### config.mk
export PLATFORM = sky130hd
export DESIGN_NAME = ecc_read_decoder
export DESIGN_NICKNAME = d
export VERILOG_FILES = /design/src/rtl/ecc_read_decoder.sv
export SDC_FILE = /design/constraint.sdc
export NUM_CORES = 1
export LEC_CHECK = 0
export CAP_MARGIN = 20
export CORE_UTILIZATION = 58
export DETAILED_ROUTE_END_ITERATION = 7
export GPL_ROUTABILITY_DRIVEN = 0
export PLACE_DENSITY = 0.89
export SYNTH_ARGS = -nofsm -noshare
export SYNTH_HDL_FRONTEND = slang
export SYNTH_SLANG_ARGS = --single-unit
### constraint.sdc
create_clock -name i_clk -period 6.5 [get_ports i_clk]
set_clock_uncertainty 0.05 [all_clocks]
set_input_delay 1.625 -clock i_clk [delete_from_list [all_inputs] [get_ports i_clk]]
set_output_delay 1.625 -clock i_clk [all_outputs]
set_load 0.02 [all_outputs]
### src/rtl/ecc_read_decoder.sv
// ecc_read_decoder
//   Consumes fixed-latency Hamming(12,8) codewords from a memory read port.
//   It corrects single-bit errors and flags uncorrectable syndromes. Results
//   are buffered in a small FIFO and presented on a valid/ready interface.
//   Saturating error counters are kept for software.
//
//   Pipeline: stage 1 registers the codeword, the address and the syndrome.
//   Stage 2 applies the correction and pushes the result into the FIFO.
//
//   Ports
//     i_clk, i_rst_n    clock (rising edge), asynchronous active-low reset
//     i_valid           codeword valid from the memory (cannot be stalled)
//     i_code, i_addr    codeword and its address
//     i_clr_cnt         synchronous clear of counters and overflow flag
//     o_valid, i_ready  output handshake; pop on o_valid && i_ready
//     o_data, o_addr    corrected data and address of the head entry
//     o_err_corr        head entry had a corrected single-bit error
//     o_err_uncorr      head entry had an uncorrectable syndrome
//     o_corr_cnt        saturating corrected-error count
//     o_uncorr_cnt      saturating uncorrectable-error count
//     o_overflow        sticky: a result was dropped on a full FIFO
//
//   Optional feature, macro ECC_SCRUB_REQ_EN
//     o_scrub_valid     one-cycle pulse per corrected error, dropped or not
//     o_scrub_addr      address to write back
//     o_scrub_code      fully corrected codeword with parity recomputed
module ecc_read_decoder #(
  parameter int WIDTH      = 8,
  parameter int CODE_WIDTH = 12,
  parameter int ADDR_WIDTH = 5,
  parameter int FIFO_DEPTH = 4,
  parameter int CNT_WIDTH  = 16
) (
  input  logic                  i_clk,
  input  logic                  i_rst_n,
  input  logic                  i_valid,
  input  logic [CODE_WIDTH-1:0] i_code,
  input  logic [ADDR_WIDTH-1:0] i_addr,
  input  logic                  i_clr_cnt,
  output logic                  o_valid,
  input  logic                  i_ready,
  output logic [WIDTH-1:0]      o_data,
  output logic [ADDR_WIDTH-1:0] o_addr,
  output logic                  o_err_corr,
  output logic                  o_err_uncorr,
  output logic [CNT_WIDTH-1:0]  o_corr_cnt,
  output logic [CNT_WIDTH-1:0]  o_uncorr_cnt,
  output logic                  o_overflow
`ifdef ECC_SCRUB_REQ_EN
  ,
  output logic                  o_scrub_valid,
  output logic [ADDR_WIDTH-1:0] o_scrub_addr,
  output logic [CODE_WIDTH-1:0] o_scrub_code
`endif
);

  localparam int PTR_W   = $clog2(FIFO_DEPTH);
  localparam int ENTRY_W = WIDTH + ADDR_WIDTH + 2;

  // Syndrome is the XOR of the 1-based indices of every set position.
  function automatic logic [3:0] calc_syndrome(input logic [CODE_WIDTH-1:0] code);
    logic [3:0] s;
    s = '0;
    for (int k = 1; k <= CODE_WIDTH; k++) begin
      if (code[k-1]) s = s ^ 4'(k);
    end
    return s;
  endfunction

  // Data bits live at positions {12,11,10,9,7,6,5,3}.
  function automatic logic [WIDTH-1:0] extract_data(input logic [CODE_WIDTH-1:0] code);
    return {code[11], code[10], code[9], code[8], code[6], code[5], code[4], code[2]};
  endfunction

`ifdef ECC_SCRUB_REQ_EN
  // Re-encode from data so the write-back word carries freshly computed parity.
  function automatic logic [CODE_WIDTH-1:0] encode(input logic [WIDTH-1:0] d);
    logic p1, p2, p4, p8;
    p1 = d[0] ^ d[1] ^ d[3] ^ d[4] ^ d[6];
    p2 = d[0] ^ d[2] ^ d[3] ^ d[5] ^ d[6];
    p4 = d[1] ^ d[2] ^ d[3] ^ d[7];
    p8 = d[4] ^ d[5] ^ d[6] ^ d[7];
    return {d[7], d[6], d[5], d[4], p8, d[3], d[2], d[1], p4, d[0], p2, p1};
  endfunction
`endif

  // Stage 1 registers
  logic                  s1_valid;
  logic [CODE_WIDTH-1:0] s1_code;
  logic [ADDR_WIDTH-1:0] s1_addr;
  logic [3:0]            s1_syn;

  always_ff @(posedge i_clk or negedge i_rst_n) begin
    if (!i_rst_n) begin
      s1_valid <= 1'b0;
      s1_code  <= '0;
      s1_addr  <= '0;
      s1_syn   <= '0;
    end else begin
      s1_valid <= i_valid;
      if (i_valid) begin
        s1_code <= i_code;
        s1_addr <= i_addr;
        s1_syn  <= calc_syndrome(i_code);
      end
    end
  end

  // Stage 2 correction (combinational, consumed at the next edge)
  logic                  s2_corr;
  logic                  s2_uncorr;
  logic [CODE_WIDTH-1:0] s2_fixed;
  logic [WIDTH-1:0]      s2_data;

  always_comb begin
    s2_corr   = (s1_syn != 4'd0) && (s1_syn <= 4'd12);
    s2_uncorr = (s1_syn >= 4'd13);
    s2_fixed  = s1_code;
    if (s2_corr) s2_fixed = s1_code ^ (CODE_WIDTH'(1) << (s1_syn - 4'd1));
    s2_data   = extract_data(s2_fixed);
  end

  // Output FIFO. The pointers carry one extra wrap bit to tell full from empty.
  logic [ENTRY_W-1:0] fifo_mem [FIFO_DEPTH];
  logic [PTR_W:0]     wr_ptr;
  logic [PTR_W:0]     rd_ptr;
  logic               fifo_empty;
  logic               fifo_full;
  logic               fifo_pop;
  logic               fifo_push;

  assign fifo_empty = (wr_ptr == rd_ptr);
  assign fifo_full  = (wr_ptr[PTR_W] != rd_ptr[PTR_W]) &&
                      (wr_ptr[PTR_W-1:0] == rd_ptr[PTR_W-1:0]);
  assign fifo_pop   = !fifo_empty && i_ready;
  // A full FIFO still takes the write when the head leaves in the same cycle;
  // the write then lands in the slot that is just being vacated.
  assign fifo_push  = s1_valid && (!fifo_full || fifo_pop);

  always_ff @(posedge i_clk or negedge i_rst_n) begin
    if (!i_rst_n) begin
      wr_ptr <= '0;
      rd_ptr <= '0;
    end else begin
      if (fifo_push) wr_ptr <= wr_ptr + 1'b1;
      if (fifo_pop)  rd_ptr <= rd_ptr + 1'b1;
    end
  end

  always_ff @(posedge i_clk) begin
    if (fifo_push) fifo_mem[wr_ptr[PTR_W-1:0]] <= {s2_data, s1_addr, s2_corr, s2_uncorr};
  end

  logic [WIDTH-1:0]      head_data;
  logic [ADDR_WIDTH-1:0] head_addr;
  logic                  head_corr;
  logic                  head_uncorr;

  assign {head_data, head_addr, head_corr, head_uncorr} = fifo_mem[rd_ptr[PTR_W-1:0]];

  // Storage is not reset, so the fields are gated to read zero while empty.
  assign o_valid      = !fifo_empty;
  assign o_data       = o_valid ? head_data   : '0;
  assign o_addr       = o_valid ? head_addr   : '0;
  assign o_err_corr   = o_valid && head_corr;
  assign o_err_uncorr = o_valid && head_uncorr;

  // Counters and the overflow flag; a clear beats any same-cycle update.
  always_ff @(posedge i_clk or negedge i_rst_n) begin
    if (!i_rst_n) begin
      o_corr_cnt   <= '0;
      o_uncorr_cnt <= '0;
      o_overflow   <= 1'b0;
    end else if (i_clr_cnt) begin
      o_corr_cnt   <= '0;
      o_uncorr_cnt <= '0;
      o_overflow   <= 1'b0;
    end else begin
      if (s1_valid && s2_corr && (o_corr_cnt != '1))     o_corr_cnt   <= o_corr_cnt + 1'b1;
      if (s1_valid && s2_uncorr && (o_uncorr_cnt != '1)) o_uncorr_cnt <= o_uncorr_cnt + 1'b1;
      if (s1_valid && !fifo_push)                        o_overflow   <= 1'b1;
    end
  end

`ifdef ECC_SCRUB_REQ_EN
  // The scrub request is independent of the FIFO, so dropped entries still
  // get written back. Address and code hold their values between pulses.
  always_ff @(posedge i_clk or negedge i_rst_n) begin
    if (!i_rst_n) begin
      o_scrub_valid <= 1'b0;
      o_scrub_addr  <= '0;
      o_scrub_code  <= '0;
    end else begin
      o_scrub_valid <= s1_valid && s2_corr;
      if (s1_valid && s2_corr) begin
        o_scrub_addr <= s1_addr;
        o_scrub_code <= encode(s2_data);
      end
    end
  end
`endif

endmodule

# Yosys cells after proc, flatten, opt, wreduce, memory -nomap -nowiden
# Memory sizes are Yosys's and may differ from the RTL's.
# Index checks and enable logic that the tools add are counted.
# classes
multipliers	0
mux	34
shift	1
n_reduce_logical	19
order_cmp	2
n_div	0
add_sub_neg	5
bitwise	12
eq_ne	5
# ops
cell	n
16-bit 2-to-1 mux	4
4-bit 2-to-1 mux	16
16-bit by 1-bit adder with 16-bit output, second input constant	2
16-bit != test, second input constant	2
12-bit 2-to-1 mux	1
3-bit 2-to-1 mux	4
2-bit inverter	6
1-bit by 4-bit << shifter with 12-bit output, first input constant	1
12-bit bitwise XOR	1
1-bit logical AND	11
8-bit 2-to-1 mux	1
3-bit by 1-bit adder with 3-bit output, second input constant	2
3-bit inverter	2
2-bit nonzero test	3
1-bit 2-to-1 mux	5
5-bit 2-to-1 mux	1
4-bit >= comparator, second input constant	1
4-bit <= comparator, second input constant	1
2-bit 2-to-1 mux	2
4-bit nonzero test	1
4-bit by 1-bit subtractor with 4-bit output, second input constant	1
3-bit == test	1
1-bit zero test	3
1-bit inverter	3
other kinds (3)	3
# totals
mem_count	1
latch_bits	0
rom_bits	0
register_bits	61
mem_bits_rw	60
word_cells	88
output_inout_bits	49
input_bits	22
# mem_list
name	depth	width	rd	rd_ports_with_merged_regs	wr	line_no	source
fifo_mem	4	15	1	0	1	124	logic [ENTRY_W-1:0] fifo_mem [FIFO_DEPTH];

# Depth between registers and ports, before layout
# Gate-level depths: netlist of the first run.
# logic_depth
depth_word	34
depth_mapped	7
mapped_depth_nobuf	6

# Least setup slack after synthesis of the first run
# Ideal clock, no wire load.
# synth_path
path_type	flip-flop to output port
start	register rd_ptr[0]
end	output port o_addr[0]
t_arrival_ps	1523
path_stages_with_launch	5
required_time_ps	4825
n_path_buf	2
slack_ps	3302
cell_sequence	dfrtp_1 buf_4 buf_2 mux4_2 nor2b_1
# synth_via
elab_chain_len	2
word_cells_on_any_way	3
cone_classes	eq/ne (1); mux (1); memory (1)
# synth_lines
element	line_no	source
start: declaration	126	logic [PTR_W:0] rd_ptr;
start signal: assignment	146	if (fifo_pop) rd_ptr <= rd_ptr + 1'b1;
memory 4 x 15 bit or 3-bit == test (tied branches)	n/a	
5-bit 2-to-1 mux *	164	assign o_addr = o_valid ? head_addr : '0;
end: declaration	43	output logic [ADDR_WIDTH-1:0] o_addr,
# Every way passes the cells marked *; elsewhere a longest branch is shown, timed or not.

# Worst setup path after layout of the first run
# layout_path
start	register rd_ptr[1]
end	output port o_data[2]
# layout_via
elab_chain_len	2
word_cells_on_any_way	3
cone_classes	eq/ne (1); mux (1); memory (1)
# layout_lines
element	line_no	source
memory 4 x 15 bit or 3-bit == test (tied branches)	n/a	
8-bit 2-to-1 mux *	163	assign o_data = o_valid ? head_data : '0;
end: declaration	42	output logic [WIDTH-1:0] o_data,
# Marks and branches as above.

==> impl_metrics.env, run 1 <==
export IMPL_hold_path_class="reg2reg"
export IMPL_pin_count=71
export IMPL_worst_pin_slew_ns=0.9614
export IMPL_yosys_area_top_type_share_pct=32.96
export IMPL_yosysMostFrequentCell="sky130_fd_sc_hd__edfxtp_1"
export IMPL_relSlewSlack_pct=35.71
export IMPL_post_cts_setup_buffers=0
export IMPL_internal_reg_to_reg_setup_slack_ns=4.02
export IMPL_routed_wl_microns=11270
export IMPL_grt_setup_unrepaired="no"
export IMPL_post_synth_num_cell_types=52
export IMPL_hold_path_end="rd_ptr[2]"
export IMPL_die_height_microns=99.08
export IMPL_pin_count_of_the_biggest_net_entering_global_routing=58
export IMPL_power_static_leakage_uw=0.002569
export IMPL_sequential_cell_area_sq_um=3228
export IMPL_ctsResizeCount=0
export IMPL_tritoncts="built"
export IMPL_area_occupied_by_multi_input_gates_sq_um=2137
export IMPL_floorplan_core_area_sq_um=9196
export IMPL_max_cap_viol_count=0
export IMPL_p_int_uw=1921
export IMPL_switching_share_pct=31.71
export IMPL_gr_usage_met1_pct=30.18
export IMPL_synthFlopType="sky130_fd_sc_hd__edfxtp_1"
export IMPL_vias_per_cell=5.855
export IMPL_crit_path_start_kind="flop"
export IMPL_synth_area_top_cells="sky130_fd_sc_hd__edfxtp_1 (33%), sky130_fd_sc_hd__dfrtp_1 (26%), sky130_fd_sc_hd__mux4_2 (6.2%)"
export IMPL_switchingPower_uw=892.1
export IMPL_n_fill_cell=567
export IMPL_remaining_drc_errors=0
export IMPL_initial_drc_count=177
export IMPL_clk_root_buffer_cell="sky130_fd_sc_hd__clkbuf_8"
export IMPL_grt_pass1_vias=3617
export IMPL_yosys_register_bits=117
export IMPL_grt_first_pass_wirelength_microns=18070
export IMPL_maxSlewViolCount=0
export IMPL_post_route_cells_drive_above_1_share_pct=19.11
export IMPL_postSynthAreaPerCell_sq_um=13.67
export IMPL_grt_met2_usage_pct=41.90
export IMPL_timing_rr_end="fifo_mem[3][7]"
export IMPL_detailroute_via_count=3560
export IMPL_drt_first_pass_iters=5
export IMPL_worstSetupEndpointType="output pin"
export IMPL_number_of_hold_violations_in_the_final_report=0
export IMPL_number_of_antenna_violations_at_the_first_check_in_global_routing=0
export IMPL_max_vdd_ir_drop_v=0.0002398
export IMPL_synth_common_cells="sky130_fd_sc_hd__edfxtp_1 (60), sky130_fd_sc_hd__dfrtp_1 (57), sky130_fd_sc_hd__nor2_1 (38)"
export IMPL_die_w_microns=99.08
export IMPL_postLayoutCoreUtil_pct=74.82
export IMPL_area_growth_synth_to_final_pct=25.86
export IMPL_setup_violations=0
export IMPL_clock_transition_time_at_the_flip_flop_clock_pins_of_the_worst_setup_and_hold_paths_ns=0.06
export IMPL_power_uw=2813
export IMPL_cts_sink_count=117
export IMPL_holdBufCountCts=0
export IMPL_grt_total_usage_pct=24.55
export IMPL_worstPathMaxFanout=18
export IMPL_max_freq_mhz=224.4
export IMPL_portBuffers=70
export IMPL_cts_inserted_buffers=17
export IMPL_routed_wl_per_cell_microns=18.53
export IMPL_critPathArrivalTime_ns=2.78
export IMPL_netlist_area_sq_um=5466
export IMPL_synth_largest_area_cell="sky130_fd_sc_hd__edfxtp_1"
export IMPL_synthesized_instance_count=400
export IMPL_seqPwrFrac_pct=37.1
export IMPL_fin_nets=513
export IMPL_synth_enable_flop_cells=60
export IMPL_clock_path_buffers=2
export IMPL_antenna_violating_nets_post_route=0
export IMPL_final_min_clock_period_ns=4.457
export IMPL_timing_rr_start="rd_ptr[1]"
export IMPL_path_class="reg2out"
export IMPL_place_detailed_hpwl_microns=7091
export IMPL_yosys_warnings=0
export IMPL_busiest_layer="met2"
export IMPL_holdCritStartpoint="rd_ptr[2]"
export IMPL_cp_data_required_time_ns=4.83
export IMPL_synth_sequential_area_ratio_pct=59.05
export IMPL_starting_density_of_the_core_pct=59.44
export IMPL_global_route_usage_met3_pct=5.957
export IMPL_run_status="completed"
export IMPL_hold_ws_ns=0.4478
export IMPL_design_die_area_sq_um=9817
export IMPL_final_min_period_over_clock_period_pct=68.57
export IMPL_combinationalPowerShare_pct=31.5
export IMPL_globalRoute_totalOverflow=0
export IMPL_worstHoldPathCells=1
export IMPL_r2r_cells=5
export IMPL_power_density_nw_per_um2=408.9
export IMPL_syn_nets=429
export IMPL_clock_insertion_delay_worst_skew_ns=0.50
export IMPL_htree_levels=4
export IMPL_timing_setup_tns_ns=0
export IMPL_fp_row_count=35
export IMPL_clock_power_share_pct=31.4
export IMPL_synth_async_sr_flop_share_pct=48.72
export IMPL_antenna_diode_count=0
-- critical path: stages (launching register included) --
cell and delay, ns:
sky130_fd_sc_hd__dfrtp_1 0.87, sky130_fd_sc_hd__xor2_1 0.23, sky130_fd_sc_hd__nor3b_2 0.33, sky130_fd_sc_hd__buf_6 0.21, sky130_fd_sc_hd__nor2b_1 0.08, sky130_fd_sc_hd__clkdlybuf4s50_1 0.55
-- worst max path at each step --
stage                          from        end  depth (start not counted)
final                     rd_ptr[1]  o_data[2]                          5
after global routing      rd_ptr[0]  o_data[2]                          6
after CTS                 rd_ptr[0]  o_data[2]                          4
after detailed placement  rd_ptr[0]  o_data[3]                          4
after global placement    rd_ptr[0]  o_data[0]                          4
after floorplan           rd_ptr[0]  o_addr[0]                          4
-- cell families (layout without fill, tap and decap cells) --
kind of cell | Yosys count | in the layout | share of synthesized area, %
adder cells (fa/ha/maj) | 7 | 7 | 1.602
flip-flops | 117 | 117 | 59.05
AND/OR/NAND/NOR | 136 | 136 | 14.92
buffers and inverters | 23 | 120 | 1.854
XOR/XNOR | 51 | 51 | 8.171
AO/OA/AOI/OAI | 30 | 30 | 3.891
multiplexers | 36 | 36 | 10.51
-- area by class of cell --
type,instances,area share [%]
timing repair buffer,78,11.15
tap,111,2.019
sequential,117,46.92
inverter,10,0.5456
clock buffer,17,6.019
clock inverter,15,2.291
multi-input combinational,260,31.06
-- per-stage QoR --
stage	area, sq um	setup slack [ns]	cells
6_report	6880	2.043	608
5_1_grt	6880	1.880	608
4_1_cts	6854	1.337	606
3_5_place_dp	6282	1.895	574
3_3_place_gp	6282	2.118	574
2_1_floorplan	5466	3.302	400
-- per-layer routing --
| metal | up-vias | wire length, microns |
|---|---|---|
| met3 | 16 | 615 |
| met2 | 134 | 5925 |
| met5 | - | 0 |
| li1 | 1638 | - |
| met1 | 1772 | 4544 |
| met4 | 0 | 180 |
-- flip-flops by register name (all words and copies together), names as in the netlist --
signal / count
o_uncorr_cnt: 16
fifo_mem: 60
o_overflow: 1
s1_syn: 4
s1_code: 8
s1_valid: 1
rd_ptr: 3
wr_ptr: 3
s1_addr: 5
o_corr_cnt: 16
-- placed cells by master (no fill, tap or decap), types with 4 or more instances in the layout --
cell                              instances
sky130_fd_sc_hd__xnor2_1                 33
sky130_fd_sc_hd__buf_4                    6
sky130_fd_sc_hd__mux4_2                  15
sky130_fd_sc_hd__nand4_1                  5
sky130_fd_sc_hd__a211oi_1                 4
sky130_fd_sc_hd__xor2_1                  18
sky130_fd_sc_hd__ha_1                     7
sky130_fd_sc_hd__dfrtp_1                 57
sky130_fd_sc_hd__mux2_2                  17
sky130_fd_sc_hd__nand3_1                 15
sky130_fd_sc_hd__inv_1                    9
sky130_fd_sc_hd__clkinvlp_4               6
sky130_fd_sc_hd__clkbuf_16               16
sky130_fd_sc_hd__or3_1                    4
sky130_fd_sc_hd__nor4_1                   4
sky130_fd_sc_hd__nor2_1                  38
sky130_fd_sc_hd__and3_1                   7
sky130_fd_sc_hd__nor2b_1                 16
sky130_fd_sc_hd__nand2b_1                 4
sky130_fd_sc_hd__nor3_1                   7
sky130_fd_sc_hd__edfxtp_1                60
sky130_fd_sc_hd__a21oi_1                 10
sky130_fd_sc_hd__clkdlybuf4s50_1         69
sky130_fd_sc_hd__nand2_1                 12
-- power by group through the flow --
stage | clock (uW) | sequential, uW | combinational [uW]
detailed placement | 0 | 1070 | 841
global route | 928 | 1060 | 941
global placement | 0 | 1060 | 801
CTS | 894 | 1060 | 854
floorplan | 0 | 1000 | 565
finish | 882 | 1040 | 886
Note: power is estimated with default switching activity, not from simulation.
==> run 2: changes to the inputs <==
- CORE_UTILIZATION: 58 -> 55
- PLACE_DENSITY: 0.89 -> 0.86
- clock period: 6.5 -> 4.2 ns (I/O delays scaled with it)
==> impl_metrics.env, run 2 (synthesis results as in run 1) <==
export IMPL_layout_common_cells="sky130_fd_sc_hd__clkdlybuf4s50_1 (69), sky130_fd_sc_hd__edfxtp_1 (60), sky130_fd_sc_hd__dfrtp_1 (57)"
export IMPL_die_w_microns=101.7
export IMPL_n_fill_cell=638
export IMPL_die_height_microns=101.7
export IMPL_final_min_period_over_clock_period_pct=92.43
export IMPL_fin_nets=513
export IMPL_timing_setup_tns_ns=0
export IMPL_mostFrequentLayoutCell="sky130_fd_sc_hd__clkdlybuf4s50_1"
export IMPL_cts_sink_count=117
export IMPL_final_min_clock_period_ns=3.882
export IMPL_cp_data_required_time_ns=3.10
export IMPL_clock_path_buffers=2
export IMPL_max_vdd_ir_drop_v=0.0003296
export IMPL_htree_levels=4
export IMPL_place_detailed_hpwl_microns=6948
export IMPL_clk_root_buffer_cell="sky130_fd_sc_hd__clkbuf_8"
export IMPL_antenna_diode_count=0
export IMPL_maxSlewViolCount=0
export IMPL_worst_pin_slew_ns=0.9194
export IMPL_worstSetupEndpointType="output pin"
export IMPL_switching_share_pct=29.32
export IMPL_grt_total_usage_pct=23.73
export IMPL_combinationalPowerShare_pct=30.6
export IMPL_area_growth_synth_to_final_pct=27.31
export IMPL_hold_path_class="reg2reg"
export IMPL_pin_count_of_the_biggest_net_entering_global_routing=34
export IMPL_p_int_uw=3191
export IMPL_clock_power_share_pct=34.2
export IMPL_initial_drc_count=168
export IMPL_hold_ws_ns=0.4506
export IMPL_seqPwrFrac_pct=35.2
export IMPL_relSlewSlack_pct=38.51
export IMPL_post_layout_nonfiller_instances=630
export IMPL_worstPathMaxFanout=18
export IMPL_clock_insertion_delay_worst_skew_ns=0.51
export IMPL_starting_density_of_the_core_pct=56.45
export IMPL_holdCritStartpoint="wr_ptr[2]"
export IMPL_max_freq_mhz=257.6
export IMPL_holdBufCountCts=0
export IMPL_power_static_leakage_uw=0.002619
export IMPL_grt_setup_unrepaired="no"
export IMPL_post_cts_setup_buffers=0
export IMPL_switchingPower_uw=1324
export IMPL_number_of_flip_flops_in_the_largest_register=60
export IMPL_drt_first_pass_iters=4
export IMPL_vias_per_cell=5.570
export IMPL_remaining_drc_errors=0
export IMPL_number_of_antenna_violations_at_the_first_check_in_global_routing=0
export IMPL_detailroute_via_count=3509
export IMPL_grt_pass1_vias=3608
export IMPL_pin_count=71
export IMPL_max_cap_viol_count=0
export IMPL_post_route_cells_drive_above_1_share_pct=18.51
export IMPL_routed_wl_per_cell_microns=17.30
export IMPL_setup_violations=0
export IMPL_fp_row_count=36
export IMPL_path_class="reg2out"
export IMPL_grt_first_pass_wirelength_microns=17770
export IMPL_clock_transition_time_at_the_flip_flop_clock_pins_of_the_worst_setup_and_hold_paths_ns=0.05
export IMPL_ctsResizeCount=0
export IMPL_antenna_violating_nets_post_route=0
export IMPL_tritoncts="built"
export IMPL_globalRoute_totalOverflow=0
export IMPL_placedCellCount=598
export IMPL_crit_start="rd_ptr[1]"
export IMPL_power_density_nw_per_um2=648.8
export IMPL_design_die_area_sq_um=10340
export IMPL_crit_path_start_kind="flop"
export IMPL_run_status="completed"
export IMPL_critPathArrivalTime_ns=2.78
export IMPL_number_of_hold_violations_in_the_final_report=0
export IMPL_floorplan_core_area_sq_um=9684
export IMPL_cts_inserted_buffers=17
export IMPL_timing_rr_start="rd_ptr[1]"
export IMPL_routed_wl_microns=10900
export IMPL_portBuffers=70
run 2: worst paths after layout:
| check | to | slack [ns] | cells after the start |
|---|---|---|---|
| max | o_data[4] | 0.32 | 5 |
| min | wr_ptr[2] | 0.45 | 1 |
| max reg2reg | wr_ptr[2] | 1.69 | 6 |
| min reg2reg | wr_ptr[2] | 0.45 | 1 |
| max in group asynchronous | o_uncorr_cnt[6] | 2.70 | 2 |
| min in group asynchronous | s1_addr[3] | 0.57 | 1 |
run 2: cell type report:
| cell class | instances | area [sq um] | share of cell area (%) |
|---|---|---|---|
| clock buffer | 20 | 425.4 | 6.113 |
| clock inverter | 12 | 209.0 | 3.003 |
| inverter | 10 | 37.54 | 0.5394 |
| multi-input combinational | 260 | 2137 | 30.71 |
| sequential | 117 | 3228 | 46.39 |
| tap | 133 | 166.4 | 2.391 |
| timing repair buffer | 78 | 755.7 | 10.86 |
run 2: power by group through the flow:
stage | Clock (uW) | Sequential (uW) | Combinational (uW)
3_3_place_gp | 0 | 1590 | 1310
3_5_place_dp | 0 | 1610 | 1370
2_1_floorplan | 0 | 1550 | 875
4_1_cts | 1560 | 1590 | 1400
6_report | 1540 | 1590 | 1380
5_1_grt | 1620 | 1610 | 1490
run 2: through the flow:
stage | total power [uW] | cell area (sq um) | setup slack [ns] | util, %
2_1_floorplan | 2429 | 5466 | 1.577 | -
3_3_place_gp | 2898 | 6325 | 1.056 | 65.31
3_5_place_dp | 2971 | 6325 | 0.8892 | 65.31
4_1_cts | 4557 | 6959 | 0.2801 | 71.86
5_1_grt | 4715 | 6959 | 0.1964 | 71.86
6_report | 4515 | 6959 | 0.3179 | 71.86
run 2: critical path, stage by stage, from the launching register on:
cell	delay (ns)
sky130_fd_sc_hd__dfrtp_1	0.84
sky130_fd_sc_hd__xor2_1	0.30
sky130_fd_sc_hd__nor3b_2	0.10
sky130_fd_sc_hd__buf_4	0.21
sky130_fd_sc_hd__nor2b_1	0.16
sky130_fd_sc_hd__clkdlybuf4s50_1	0.65
run 2: per-layer routing:
layer | track usage, % | up-vias | wire (microns)
met5 | 0.9615 | - | 0
met4 | 12.04 | 0 | 353
met3 | 6.763 | 32 | 451
met2 | 38.93 | 100 | 5586
met1 | 28.73 | 1740 | 4508
li1 | - | 1637 | -
==> run 3: changes to the inputs <==
- ABC_CLOCK_PERIOD_IN_PS: not set -> 4200
- CTS_BUF_LIST: not set -> sky130_fd_sc_hd__clkbuf_8 sky130_fd_sc_hd__clkbuf_16
==> impl_metrics.env, run 3 (synthesis results as in run 1) <==
export IMPL_die_w_microns=101.7
export IMPL_grt_setup_unrepaired="no"
export IMPL_path_class="reg2out"
export IMPL_final_min_period_over_clock_period_pct=92.40
export IMPL_post_route_cells_drive_above_1_share_pct=18.51
export IMPL_r2r_cells=6
export IMPL_area_growth_synth_to_final_pct=27.31
export IMPL_area_occupied_by_multi_input_gates_sq_um=2137
export IMPL_fp_row_count=36
export IMPL_drt_first_pass_iters=4
export IMPL_max_vdd_ir_drop_v=0.0003284
export IMPL_timing_setup_tns_ns=0
export IMPL_cts_inserted_buffers=17
export IMPL_grt_pass1_vias=3608
export IMPL_final_min_clock_period_ns=3.881
export IMPL_worst_path_cell_with_the_longest_stage_delay="sky130_fd_sc_hd__dfrtp_1"
export IMPL_power_density_nw_per_um2=648.0
export IMPL_critPathArrivalTime_ns=2.78
export IMPL_number_of_antenna_violations_at_the_first_check_in_global_routing=0
export IMPL_crit_chain="xor2_1, nor3b_2, buf_4, nor2b_1, clkdlybuf4s50_1"
export IMPL_post_cts_setup_buffers=0
export IMPL_fin_nets=513
export IMPL_worstPathMaxFanout=18
export IMPL_antenna_diode_count=0
export IMPL_design_die_area_sq_um=10340
export IMPL_max_freq_mhz=257.7
export IMPL_detailroute_via_count=3512
export IMPL_max_cap_viol_count=0
export IMPL_crit_path_start_kind="flop"
export IMPL_worst_pin_slew_ns=0.9118
export IMPL_cp_data_required_time_ns=3.10
export IMPL_number_of_flip_flops_in_the_largest_register=60
export IMPL_tritoncts="built"
export IMPL_die_height_microns=101.7
export IMPL_clock_path_buffers=2
export IMPL_n_fill_cell=638
export IMPL_starting_density_of_the_core_pct=56.45
export IMPL_relSlewSlack_pct=39.02
export IMPL_place_detailed_hpwl_microns=6948
export IMPL_internal_reg_to_reg_setup_slack_ns=1.68
export IMPL_number_of_hold_violations_in_the_final_report=0
export IMPL_floorplan_core_area_sq_um=9684
export IMPL_htree_levels=4
export IMPL_hold_ws_ns=0.4500
export IMPL_worst_slack_ns=0.3190
export IMPL_setup_violations=0
export IMPL_worst_path_largest_cell_delay_ns=0.84
export IMPL_routed_wl_microns=10900
export IMPL_dp_worst_setup_slack_ns=0.8892
export IMPL_routed_wl_per_cell_microns=17.30
export IMPL_run_status="completed"
export IMPL_holdBufCountCts=0
export IMPL_portBuffers=70
export IMPL_worstSetupEndpointType="output pin"
export IMPL_worstHoldPathCells=1
export IMPL_remaining_drc_errors=0
export IMPL_grt_first_pass_wirelength_microns=17770
export IMPL_pin_count=71
export IMPL_hold_path_class="reg2reg"
export IMPL_mostFrequentLayoutCell="sky130_fd_sc_hd__clkdlybuf4s50_1"
export IMPL_cts_sink_count=117
export IMPL_ctsResizeCount=0
export IMPL_vias_per_cell=5.575
export IMPL_globalRoute_totalOverflow=0
export IMPL_pin_count_of_the_biggest_net_entering_global_routing=34
export IMPL_sequential_cell_area_sq_um=3228
export IMPL_power_static_leakage_uw=0.002632
export IMPL_clock_transition_time_at_the_flip_flop_clock_pins_of_the_worst_setup_and_hold_paths_ns=0.05
export IMPL_clk_root_buffer_cell="sky130_fd_sc_hd__clkbuf_8"
export IMPL_layout_common_cells="sky130_fd_sc_hd__clkdlybuf4s50_1 (69), sky130_fd_sc_hd__edfxtp_1 (60), sky130_fd_sc_hd__dfrtp_1 (57)"
export IMPL_maxSlewViolCount=0
export IMPL_clock_insertion_delay_worst_skew_ns=0.51
export IMPL_antenna_violating_nets_post_route=0
export IMPL_initial_drc_count=174
export IMPL_grt_total_usage_pct=23.73
==> run 3: cell count changes in the layout (fill, tap and decap cells not counted) <==
| cell | before | now |
|---|---|---|
| sky130_fd_sc_hd__clkbuf_1 | 3 | 0 |
| sky130_fd_sc_hd__inv_1 | 9 | 12 |
==> run 3: cell type report <==
class	count	share of cell area (%)
Tap cell	133	2.391
Clock buffer	17	5.951
Timing Repair Buffer	78	10.86
Multi-Input combinational cell	260	30.71
Sequential cell	117	46.39
Clock inverter	15	3.164
Inverter	10	0.5394
==> run 3: worst max-delay path, delay by kind of cell (launching register included) <==
| kind | cells | cell delay, ns |
|---|---|---|
| buffers and inverters | 2 | 0.86 |
| DFF | 1 | 0.84 |
| xor gates and xnor gates | 1 | 0.31 |
| and+or+nand+nor | 2 | 0.26 |
==> run 3: path summary, 6_finish.rpt <==
path | startpoint | to
worst max-delay path | rd_ptr[1] | o_data[4]
worst min-delay path | wr_ptr[2] | wr_ptr[2]
worst max register to register | rd_ptr[1] | wr_ptr[2]
worst min register to register | wr_ptr[2] | wr_ptr[2]
max in group asynchronous | i_rst_n | o_uncorr_cnt[6]
min in group asynchronous | i_rst_n | s1_addr[3]
==> run 3: where the power goes <==
part	internal (uW)	switching [uW]	leakage [uW]
registers	1450	143	0.00129
logic	671	711	0.00102
clock network	1070	470	0.000326
==> run 3: metrics by stage <==
stage	std cells	cell area (sq um)	utilization, %	power (uW)
after floorplan	400	5466	-	2429
after global placement	598	6325	65.31	2898
after detailed placement	598	6325	65.31	2971
after CTS	630	6959	71.86	4550
after global routing	630	6959	71.86	4708
final	630	6959	71.86	4509
==> run 3: metal layers <==
metal	vias to the layer above	routed length, microns	track usage, %
met5	-	0	0.9615
met2	102	5586	38.93
met4	0	353	12.04
li1	1637	-	-
met3	32	465	6.763
met1	1741	4491	28.73
